--- config.mk ---
export PLATFORM = sky130hd
export DESIGN_NAME = commit_monitor
export DESIGN_NICKNAME = d
export VERILOG_FILES = /design/src/rtl/commit_monitor.sv
export SDC_FILE = /design/constraint.sdc
export NUM_CORES = 2
export LEC_CHECK = 0
export ABC_AREA = 0
export ABC_CLOCK_PERIOD_IN_PS = 5550
export CAP_MARGIN = 15
export CORE_ASPECT_RATIO = 1.1
export CORE_MARGIN = 2
export CORE_UTILIZATION = 25
export DETAILED_ROUTE_END_ITERATION = 12
export MAX_ROUTING_LAYER = met4
export SETUP_SLACK_MARGIN = 0.05
export SYNTH_ARGS = -nofsm -noshare
export SYNTH_HDL_FRONTEND = slang
export SYNTH_SLANG_ARGS = --single-unit
--- constraint.sdc ---
create_clock -name clk_i -period 5.55 [get_ports clk_i]
set_clock_uncertainty 0.2 [all_clocks]
set_input_delay 1.11 -clock clk_i [delete_from_list [all_inputs] [get_ports clk_i]]
set_output_delay 1.11 -clock clk_i [all_outputs]
set_load 0.005 [all_outputs]
--- src/rtl/commit_monitor.sv ---
// commit_monitor
//   Watches the core's retirement stream and rebuilds the real control flow
//   from back-to-back commits. A commit whose PC differs from the next PC that
//   was predicted for the previous commit is a misprediction. That event is
//   counted and queued in a small trace FIFO, which a sink drains over a
//   valid/ready handshake. The block also keeps saturating retirement
//   statistics, and raises sticky flags for a hung pipeline and for misaligned
//   commit PCs.
//
// Ports
//   clk_i, rst         clock; synchronous active-high reset
//   commit_*_i         retirement stream (pc, predicted next pc, branch info)
//   trace_ready_i      sink accepts the head trace entry
//   trace_valid_o      trace FIFO non-empty
//   trace_*_pc_o       head entry: mispredicted pc, its prediction, actual next pc
//   *_cnt_o            saturating event counters
//   hang_o             sticky: no commit for TIMEOUT cycles while running
//   align_err_o        sticky: a commit pc had non-zero low bits
module commit_monitor #(
  parameter int PC_WIDTH   = 32,
  parameter int CNT_W      = 32,
  parameter int FIFO_DEPTH = 8,
  parameter int TIMEOUT    = 1024
) (
  input  logic                clk_i,
  input  logic                rst,
  input  logic                commit_i,
  input  logic [PC_WIDTH-1:0] commit_pc_i,
  input  logic [PC_WIDTH-1:0] commit_pre_pc_i,
  input  logic                commit_branch_i,
  input  logic                commit_taken_i,
  input  logic                trace_ready_i,
  output logic                trace_valid_o,
  output logic [PC_WIDTH-1:0] trace_from_pc_o,
  output logic [PC_WIDTH-1:0] trace_pred_pc_o,
  output logic [PC_WIDTH-1:0] trace_act_pc_o,
  output logic [CNT_W-1:0]    commit_cnt_o,
  output logic [CNT_W-1:0]    branch_cnt_o,
  output logic [CNT_W-1:0]    taken_cnt_o,
  output logic [CNT_W-1:0]    mispred_cnt_o,
  output logic [CNT_W-1:0]    drop_cnt_o,
  output logic                hang_o,
  output logic                align_err_o
);

  localparam int PTR_W  = (FIFO_DEPTH > 1) ? $clog2(FIFO_DEPTH) : 1;
  localparam int IDLE_W = (TIMEOUT > 1) ? $clog2(TIMEOUT) : 1;
  localparam logic [IDLE_W-1:0] IDLE_LAST = IDLE_W'(TIMEOUT - 1);

  localparam logic [1:0] ST_IDLE = 2'd0;
  localparam logic [1:0] ST_RUN  = 2'd1;
  localparam logic [1:0] ST_HANG = 2'd2;

  function automatic logic [CNT_W-1:0] sat_inc(input logic [CNT_W-1:0] v);
    return (&v) ? v : v + CNT_W'(1);
  endfunction

  logic [1:0]          state_q, state_d;
  logic [PC_WIDTH-1:0] prev_pc_q, prev_pc_d;
  logic [PC_WIDTH-1:0] prev_pre_q, prev_pre_d;
  logic [IDLE_W-1:0]   idle_cnt_q, idle_cnt_d;
  logic [CNT_W-1:0]    commit_cnt_q, commit_cnt_d;
  logic [CNT_W-1:0]    branch_cnt_q, branch_cnt_d;
  logic [CNT_W-1:0]    taken_cnt_q, taken_cnt_d;
  logic [CNT_W-1:0]    mispred_cnt_q, mispred_cnt_d;
  logic [CNT_W-1:0]    drop_cnt_q, drop_cnt_d;
  logic                hang_q, hang_d;
  logic                align_err_q, align_err_d;

  // Pointers carry one extra wrap bit so full and empty can be told apart.
  logic [PTR_W:0]      wr_ptr_q, wr_ptr_d;
  logic [PTR_W:0]      rd_ptr_q, rd_ptr_d;
  logic [PC_WIDTH-1:0] from_mem_q [FIFO_DEPTH];
  logic [PC_WIDTH-1:0] from_mem_d [FIFO_DEPTH];
  logic [PC_WIDTH-1:0] pred_mem_q [FIFO_DEPTH];
  logic [PC_WIDTH-1:0] pred_mem_d [FIFO_DEPTH];
  logic [PC_WIDTH-1:0] act_mem_q  [FIFO_DEPTH];
  logic [PC_WIDTH-1:0] act_mem_d  [FIFO_DEPTH];

  logic fifo_empty;
  logic fifo_full;
  logic pop;
  logic mispred;
  logic push;
  logic drop;

  assign fifo_empty = (wr_ptr_q == rd_ptr_q);
  assign fifo_full  = (wr_ptr_q[PTR_W] != rd_ptr_q[PTR_W]) &&
                      (wr_ptr_q[PTR_W-1:0] == rd_ptr_q[PTR_W-1:0]);
  assign pop        = !fifo_empty && trace_ready_i;

  // The first commit after reset has no predecessor, so it is never checked.
  assign mispred    = commit_i && (state_q != ST_IDLE) && (commit_pc_i != prev_pre_q);

  // A simultaneous pop frees the slot that a push into a full FIFO needs.
  assign push       = mispred && (!fifo_full || pop);
  assign drop       = mispred && fifo_full && !pop;

  always_comb begin
    state_d       = state_q;
    prev_pc_d     = prev_pc_q;
    prev_pre_d    = prev_pre_q;
    idle_cnt_d    = idle_cnt_q;
    commit_cnt_d  = commit_cnt_q;
    branch_cnt_d  = branch_cnt_q;
    taken_cnt_d   = taken_cnt_q;
    mispred_cnt_d = mispred_cnt_q;
    drop_cnt_d    = drop_cnt_q;
    hang_d        = hang_q;
    align_err_d   = align_err_q;

    if (commit_i) begin
      commit_cnt_d = sat_inc(commit_cnt_q);
      if (commit_branch_i) begin
        branch_cnt_d = sat_inc(branch_cnt_q);
        if (commit_taken_i) begin
          taken_cnt_d = sat_inc(taken_cnt_q);
        end
      end
      if (commit_pc_i[1:0] != 2'b00) begin
        align_err_d = 1'b1;
      end
      prev_pc_d  = commit_pc_i;
      prev_pre_d = commit_pre_pc_i;
      idle_cnt_d = '0;
      state_d    = ST_RUN;
    end else if (state_q == ST_RUN) begin
      // Idle cycles are only counted once the pipeline has retired something.
      if (idle_cnt_q == IDLE_LAST) begin
        hang_d  = 1'b1;
        state_d = ST_HANG;
      end else begin
        idle_cnt_d = idle_cnt_q + IDLE_W'(1);
      end
    end

    if (mispred) begin
      mispred_cnt_d = sat_inc(mispred_cnt_q);
    end
    if (drop) begin
      drop_cnt_d = sat_inc(drop_cnt_q);
    end
  end

  always_comb begin
    wr_ptr_d   = wr_ptr_q;
    rd_ptr_d   = rd_ptr_q;
    from_mem_d = from_mem_q;
    pred_mem_d = pred_mem_q;
    act_mem_d  = act_mem_q;

    // The event belongs to the previous commit; the current PC is where
    // control actually went.
    if (push) begin
      from_mem_d[wr_ptr_q[PTR_W-1:0]] = prev_pc_q;
      pred_mem_d[wr_ptr_q[PTR_W-1:0]] = prev_pre_q;
      act_mem_d[wr_ptr_q[PTR_W-1:0]]  = commit_pc_i;
      wr_ptr_d = wr_ptr_q + (PTR_W+1)'(1);
    end
    if (pop) begin
      rd_ptr_d = rd_ptr_q + (PTR_W+1)'(1);
    end
  end

  always_ff @(posedge clk_i) begin
    if (rst) begin
      state_q       <= ST_IDLE;
      prev_pc_q     <= '0;
      prev_pre_q    <= '0;
      idle_cnt_q    <= '0;
      commit_cnt_q  <= '0;
      branch_cnt_q  <= '0;
      taken_cnt_q   <= '0;
      mispred_cnt_q <= '0;
      drop_cnt_q    <= '0;
      hang_q        <= 1'b0;
      align_err_q   <= 1'b0;
      wr_ptr_q      <= '0;
      rd_ptr_q      <= '0;
      from_mem_q    <= '{default: '0};
      pred_mem_q    <= '{default: '0};
      act_mem_q     <= '{default: '0};
    end else begin
      state_q       <= state_d;
      prev_pc_q     <= prev_pc_d;
      prev_pre_q    <= prev_pre_d;
      idle_cnt_q    <= idle_cnt_d;
      commit_cnt_q  <= commit_cnt_d;
      branch_cnt_q  <= branch_cnt_d;
      taken_cnt_q   <= taken_cnt_d;
      mispred_cnt_q <= mispred_cnt_d;
      drop_cnt_q    <= drop_cnt_d;
      hang_q        <= hang_d;
      align_err_q   <= align_err_d;
      wr_ptr_q      <= wr_ptr_d;
      rd_ptr_q      <= rd_ptr_d;
      from_mem_q    <= from_mem_d;
      pred_mem_q    <= pred_mem_d;
      act_mem_q     <= act_mem_d;
    end
  end

  // Head entry is read straight from storage so it holds while ready is low.
  assign trace_valid_o   = !fifo_empty;
  assign trace_from_pc_o = from_mem_q[rd_ptr_q[PTR_W-1:0]];
  assign trace_pred_pc_o = pred_mem_q[rd_ptr_q[PTR_W-1:0]];
  assign trace_act_pc_o  = act_mem_q[rd_ptr_q[PTR_W-1:0]];

  assign commit_cnt_o  = commit_cnt_q;
  assign branch_cnt_o  = branch_cnt_q;
  assign taken_cnt_o   = taken_cnt_q;
  assign mispred_cnt_o = mispred_cnt_q;
  assign drop_cnt_o    = drop_cnt_q;
  assign hang_o        = hang_q;
  assign align_err_o   = align_err_q;

endmodule
==> impl_metrics.prom <==
# TYPE chip_impl_metric gauge
chip_impl_info{name="outcome",value="finished, final reports clean"} 1
chip_impl_metric{name="chipHeight",unit="um"} 455
chip_impl_metric{name="grt_util_all_layers",unit="%"} 18.2
chip_impl_metric{name="nets",unit=""} 5246
chip_impl_info{name="grt_setup_unrepaired",value="false"} 1
chip_impl_metric{name="cp_data_arrival_time",unit="ns"} 3.54
chip_impl_metric{name="cts_post_setup_buffers_inserted",unit=""} 0
chip_impl_metric{name="power_density",unit="nW/um^2"} 294
chip_impl_metric{name="share_clk_of_total_power",unit="%"} 46.2
chip_impl_metric{name="slew_headroom",unit="%"} 24.9
chip_impl_metric{name="cts.path.max_buffers",unit=""} 3
chip_impl_metric{name="io-pin-count",unit=""} 329
chip_impl_info{name="synth_common_cells",value="sky130_fd_sc_hd__dfxtp_1, sky130_fd_sc_hd__a21oi_1, sky130_fd_sc_hd__nand3_1"} 1
chip_impl_metric{name="use_met2",unit="%"} 29.7
chip_impl_metric{name="leakagePower",unit="nW"} 16.8
chip_impl_info{name="startpoint_class_of_the_critical_path",value="register"} 1
chip_impl_metric{name="drt-total-wl",unit="mm"} 173
chip_impl_metric{name="initial_antenna_violation_count",unit=""} 26
chip_impl_metric{name="report.final.setup_viol",unit=""} 0
chip_impl_metric{name="number_of_distinct_library_cell_variants_in_the_gate_level_netlist_after_synthesis",unit=""} 53
chip_impl_info{name="synth_top_area_cell",value="sky130_fd_sc_hd__dfxtp_1"} 1
chip_impl_metric{name="port-buffer-count",unit=""} 328
chip_impl_metric{name="timing_hold_violations_final",unit=""} 0
chip_impl_metric{name="wl_per_cell",unit="um"} 22.5
chip_impl_metric{name="post-route-drc-count",unit=""} 0
chip_impl_metric{name="place_congestion",unit=""} 0.854
chip_impl_metric{name="clk_transition_reported_paths",unit="ns"} 0.07
chip_impl_metric{name="crit_required",unit="ns"} 4.24
chip_impl_metric{name="core_area",unit="um^2"} 184000
chip_impl_metric{name="postRouteAntennaNets",unit=""} 0
chip_impl_metric{name="detailedRoute.firstIterationViolations",unit=""} 4464
chip_impl_metric{name="cts_buffers",unit=""} 105
chip_impl_info{name="setup.worst_path.class",value="register to output pin"} 1
chip_impl_metric{name="tightest_slew",unit="ns"} 1.12
chip_impl_metric{name="power.switching_fraction",unit="%"} 25.7
chip_impl_metric{name="cts_resized",unit=""} 0
chip_impl_metric{name="gr-usage-met1",unit="%"} 20.4
chip_impl_metric{name="vias_in_the_first_global_route",unit=""} 40200
chip_impl_metric{name="mappedNetlistNets",unit=""} 5352
chip_impl_metric{name="clk-insertion-delay-late",unit="ns"} 0.76
chip_impl_metric{name="post_drt_via_cell_ratio",unit=""} 5.43
chip_impl_info{name="worst_r2r_startpoint",value="prev_pre_q[23]"} 1
chip_impl_metric{name="timing.reg2reg.setup_slack",unit="ns"} 1.49
chip_impl_metric{name="synth_enable_flop_cells",unit=""} 0
chip_impl_metric{name="total_switching_power",unit="mW"} 4.16
chip_impl_metric{name="fin_setup_tns",unit="ns"} 0
chip_impl_metric{name="die-area",unit="um^2"} 188000
chip_impl_metric{name="placed_cells_incl_taps",unit=""} 7482
chip_impl_metric{name="internal_power",unit="mW"} 12.0
chip_impl_metric{name="irDropWorstVdd",unit="mV"} 0.254
chip_impl_metric{name="synth.cell_area",unit="um^2"} 46200
chip_impl_metric{name="reg2regPathDepth",unit=""} 7
chip_impl_info{name="biggestRegsByFlops",value="act_mem_q (256), from_mem_q (256), pred_mem_q (256)"} 1
chip_impl_info{name="cts_tree",value="built"} 1
chip_impl_metric{name="power.share.sequential",unit="%"} 46.3
chip_impl_metric{name="critPathMaxFanout",unit=""} 46
chip_impl_metric{name="htree_num_levels",unit=""} 3
chip_impl_info{name="synthMostInstantiatedCell",value="sky130_fd_sc_hd__dfxtp_1"} 1
chip_impl_metric{name="final_layout_size_suffix_gt1_share",unit="%"} 11.6
chip_impl_metric{name="final_period_minus_worst_setup_slack",unit="ns"} 4.85
chip_impl_info{name="critPathCapture",value="trace_from_pc_o[0]"} 1
chip_impl_metric{name="synth_top_area_share",unit="%"} 43.9
chip_impl_metric{name="synthArstFlopShare",unit="%"} 0
chip_impl_metric{name="global_route.usage.met3",unit="%"} 2.96
chip_impl_info{name="cts_root_buffer",value="sky130_fd_sc_hd__clkbuf_16"} 1
chip_impl_info{name="synthTopCellsByArea",value="sky130_fd_sc_hd__dfxtp_1, sky130_fd_sc_hd__mux4_2, sky130_fd_sc_hd__a21oi_1"} 1
chip_impl_metric{name="cts_hold_buffers",unit=""} 0
chip_impl_info{name="endpoint_kind",value="output pin"} 1
chip_impl_metric{name="die_w",unit="um"} 414
chip_impl_metric{name="grt.overflow.total",unit=""} 0
chip_impl_metric{name="max_freq",unit="GHz"} 0.206
chip_impl_metric{name="instance_count_of_the_mapped_netlist",unit=""} 5274
chip_impl_metric{name="drv_slew",unit=""} 0
chip_impl_metric{name="synthesis.yosys.warnings",unit=""} 0
chip_impl_metric{name="synth-seq-cells",unit=""} 1014
chip_impl_metric{name="area.growth.synth_to_final",unit="%"} 19.2
chip_impl_metric{name="fp-row-count",unit=""} 165
chip_impl_metric{name="max_cap_viol_count",unit=""} 0
chip_impl_metric{name="combinationalPowerShare",unit="%"} 7.5
chip_impl_metric{name="seq_area_frac_synth",unit="%"} 43.9
chip_impl_metric{name="vias",unit=""} 41800
chip_impl_metric{name="detailed_place_hpwl",unit="mm"} 104
chip_impl_info{name="crit-reg2reg-capture",value="act_mem_q[100]"} 1
chip_impl_metric{name="initial_utilization",unit="%"} 25.2
chip_impl_metric{name="worst_hold_path.num_cells",unit=""} 2
chip_impl_metric{name="drt-pass1-iter-count",unit=""} 6
chip_impl_info{name="busiest_layer",value="met2"} 1
chip_impl_metric{name="global_route_wire_length_before_repair",unit="mm"} 257
chip_impl_metric{name="synth_area_per_inst",unit="um^2"} 8.76
chip_impl_metric{name="layout.cells.non_filler",unit=""} 7695
chip_impl_metric{name="cts.sinks",unit=""} 1014
chip_impl_metric{name="grt_start_max_net_pins",unit=""} 202
chip_impl_info{name="min-delay-path-class",value="register to register"} 1
chip_impl_metric{name="final_min_period_over_clock_period",unit="%"} 87.4
chip_impl_info{name="startpoint",value="rd_ptr_q[1]"} 1
chip_impl_info{name="synth_top_flop_cell",value="sky130_fd_sc_hd__dfxtp_1"} 1
## final cells by class
| type | instances | area (um^2) |
|---|---|---|
| well taps | 2421 | 3030 |
| multi-input cells | 3595 | 23300 |
| clock buffers | 151 | 3060 |
| repair buffers | 437 | 4680 |
| fillers | 19100 | 129000 |
| flip-flops and latches | 1014 | 20300 |
| diodes | 18 | 45.0 |
| inverters | 15 | 56.3 |
| clock inverters | 44 | 587 |
## placed cells by master (no fill, tap or decap), types with 15 or more instances in the layout
| cell type | synthesis | layout |
|---|---|---|
| sky130_fd_sc_hd__or3_1 | 43 | 40 |
| sky130_fd_sc_hd__diode_2 | 0 | 18 |
| sky130_fd_sc_hd__nor4_1 | 20 | 20 |
| sky130_fd_sc_hd__clkbuf_1 | 433 | 22 |
| sky130_fd_sc_hd__clkbuf_8 | 0 | 22 |
| sky130_fd_sc_hd__and4_1 | 23 | 23 |
| sky130_fd_sc_hd__nand2_1 | 67 | 67 |
| sky130_fd_sc_hd__inv_1 | 15 | 15 |
| sky130_fd_sc_hd__o21ai_1 | 82 | 81 |
| sky130_fd_sc_hd__mux2_2 | 103 | 103 |
| sky130_fd_sc_hd__clkdlybuf4s50_1 | 0 | 326 |
| sky130_fd_sc_hd__clkinv_2 | 0 | 22 |
| sky130_fd_sc_hd__or4_1 | 34 | 34 |
| sky130_fd_sc_hd__o31ai_1 | 34 | 34 |
| sky130_fd_sc_hd__clkbuf_16 | 0 | 107 |
| sky130_fd_sc_hd__nand3_1 | 834 | 831 |
| sky130_fd_sc_hd__xnor2_1 | 39 | 39 |
| sky130_fd_sc_hd__nor2_1 | 189 | 189 |
| sky130_fd_sc_hd__a21oi_1 | 843 | 843 |
| sky130_fd_sc_hd__buf_12 | 0 | 46 |
| sky130_fd_sc_hd__buf_4 | 3 | 64 |
| sky130_fd_sc_hd__mux4_2 | 192 | 192 |
| sky130_fd_sc_hd__nand4_1 | 63 | 63 |
| sky130_fd_sc_hd__dfxtp_1 | 1014 | 1011 |
| sky130_fd_sc_hd__mux2i_1 | 68 | 68 |
| sky130_fd_sc_hd__o21ai_0 | 730 | 730 |
| sky130_fd_sc_hd__and3_1 | 38 | 35 |
| sky130_fd_sc_hd__nor3_1 | 35 | 31 |
| sky130_fd_sc_hd__xor2_1 | 82 | 82 |
## worst min path at each step
stage | start | endpoint
floorplan | align_err_o | align_err_o
global placement | align_err_o | align_err_o
detailed placement | align_err_o | align_err_o
CTS | align_err_o | align_err_o
global route | pred_mem_q[154] | pred_mem_q[154]
finish | align_err_o | align_err_o
## per-layer routing
metal | wire, um | vias to the layer above | part of all wire [%]
met5 | 0 | - | 0
met4 | 12100 | 0 | 7.0
li1 | - | 19000 | -
met3 | 12300 | 446 | 7.1
met1 | 64200 | 20600 | 37
met2 | 84500 | 1779 | 49
## metrics by stage
stage	worst slack (ns)	hold slack (ns)	cell area, um^2	util (%)	total power, mW
6_report	0.700	0.247	55100	30.0	16.2
2_1_floorplan	2.13	0.242	46200	-	8.34
5_1_grt	0.598	0.286	55100	30.0	16.7
4_1_cts	0.612	0.251	55100	30.0	16.3
3_5_place_dp	0.465	0.241	51400	28.0	8.87
3_3_place_gp	0.515	0.237	51400	28.0	8.86
## worst max-delay path: stages, from the launching register on
cell	delay, ns
sky130_fd_sc_hd__dfxtp_4	0.97
sky130_fd_sc_hd__buf_4	0.46
sky130_fd_sc_hd__mux4_2	0.35
sky130_fd_sc_hd__mux2_2	0.27
sky130_fd_sc_hd__clkdlybuf4s50_1	0.67
## power by group through the flow
stage	Clock [mW]	Sequential, mW	Combinational (mW)
finish	7.49	7.50	1.22
global route	7.89	7.50	1.28
CTS	7.62	7.49	1.21
detailed placement	0	7.66	1.21
global placement	0	7.65	1.20
floorplan	0	7.52	0.821
## kinds of logic after synthesis
group                      synth area share [%]
adders and majority gates                 0.217
and+or+nand+nor                            15.5
AOI/OAI and AO/OA                          18.8
DFF                                        43.9
muxes                                      13.3
xor gates and xnor gates                   2.40
buffers and inverters                      5.86
No activity file was read; power rests on OpenSTA's default activity.
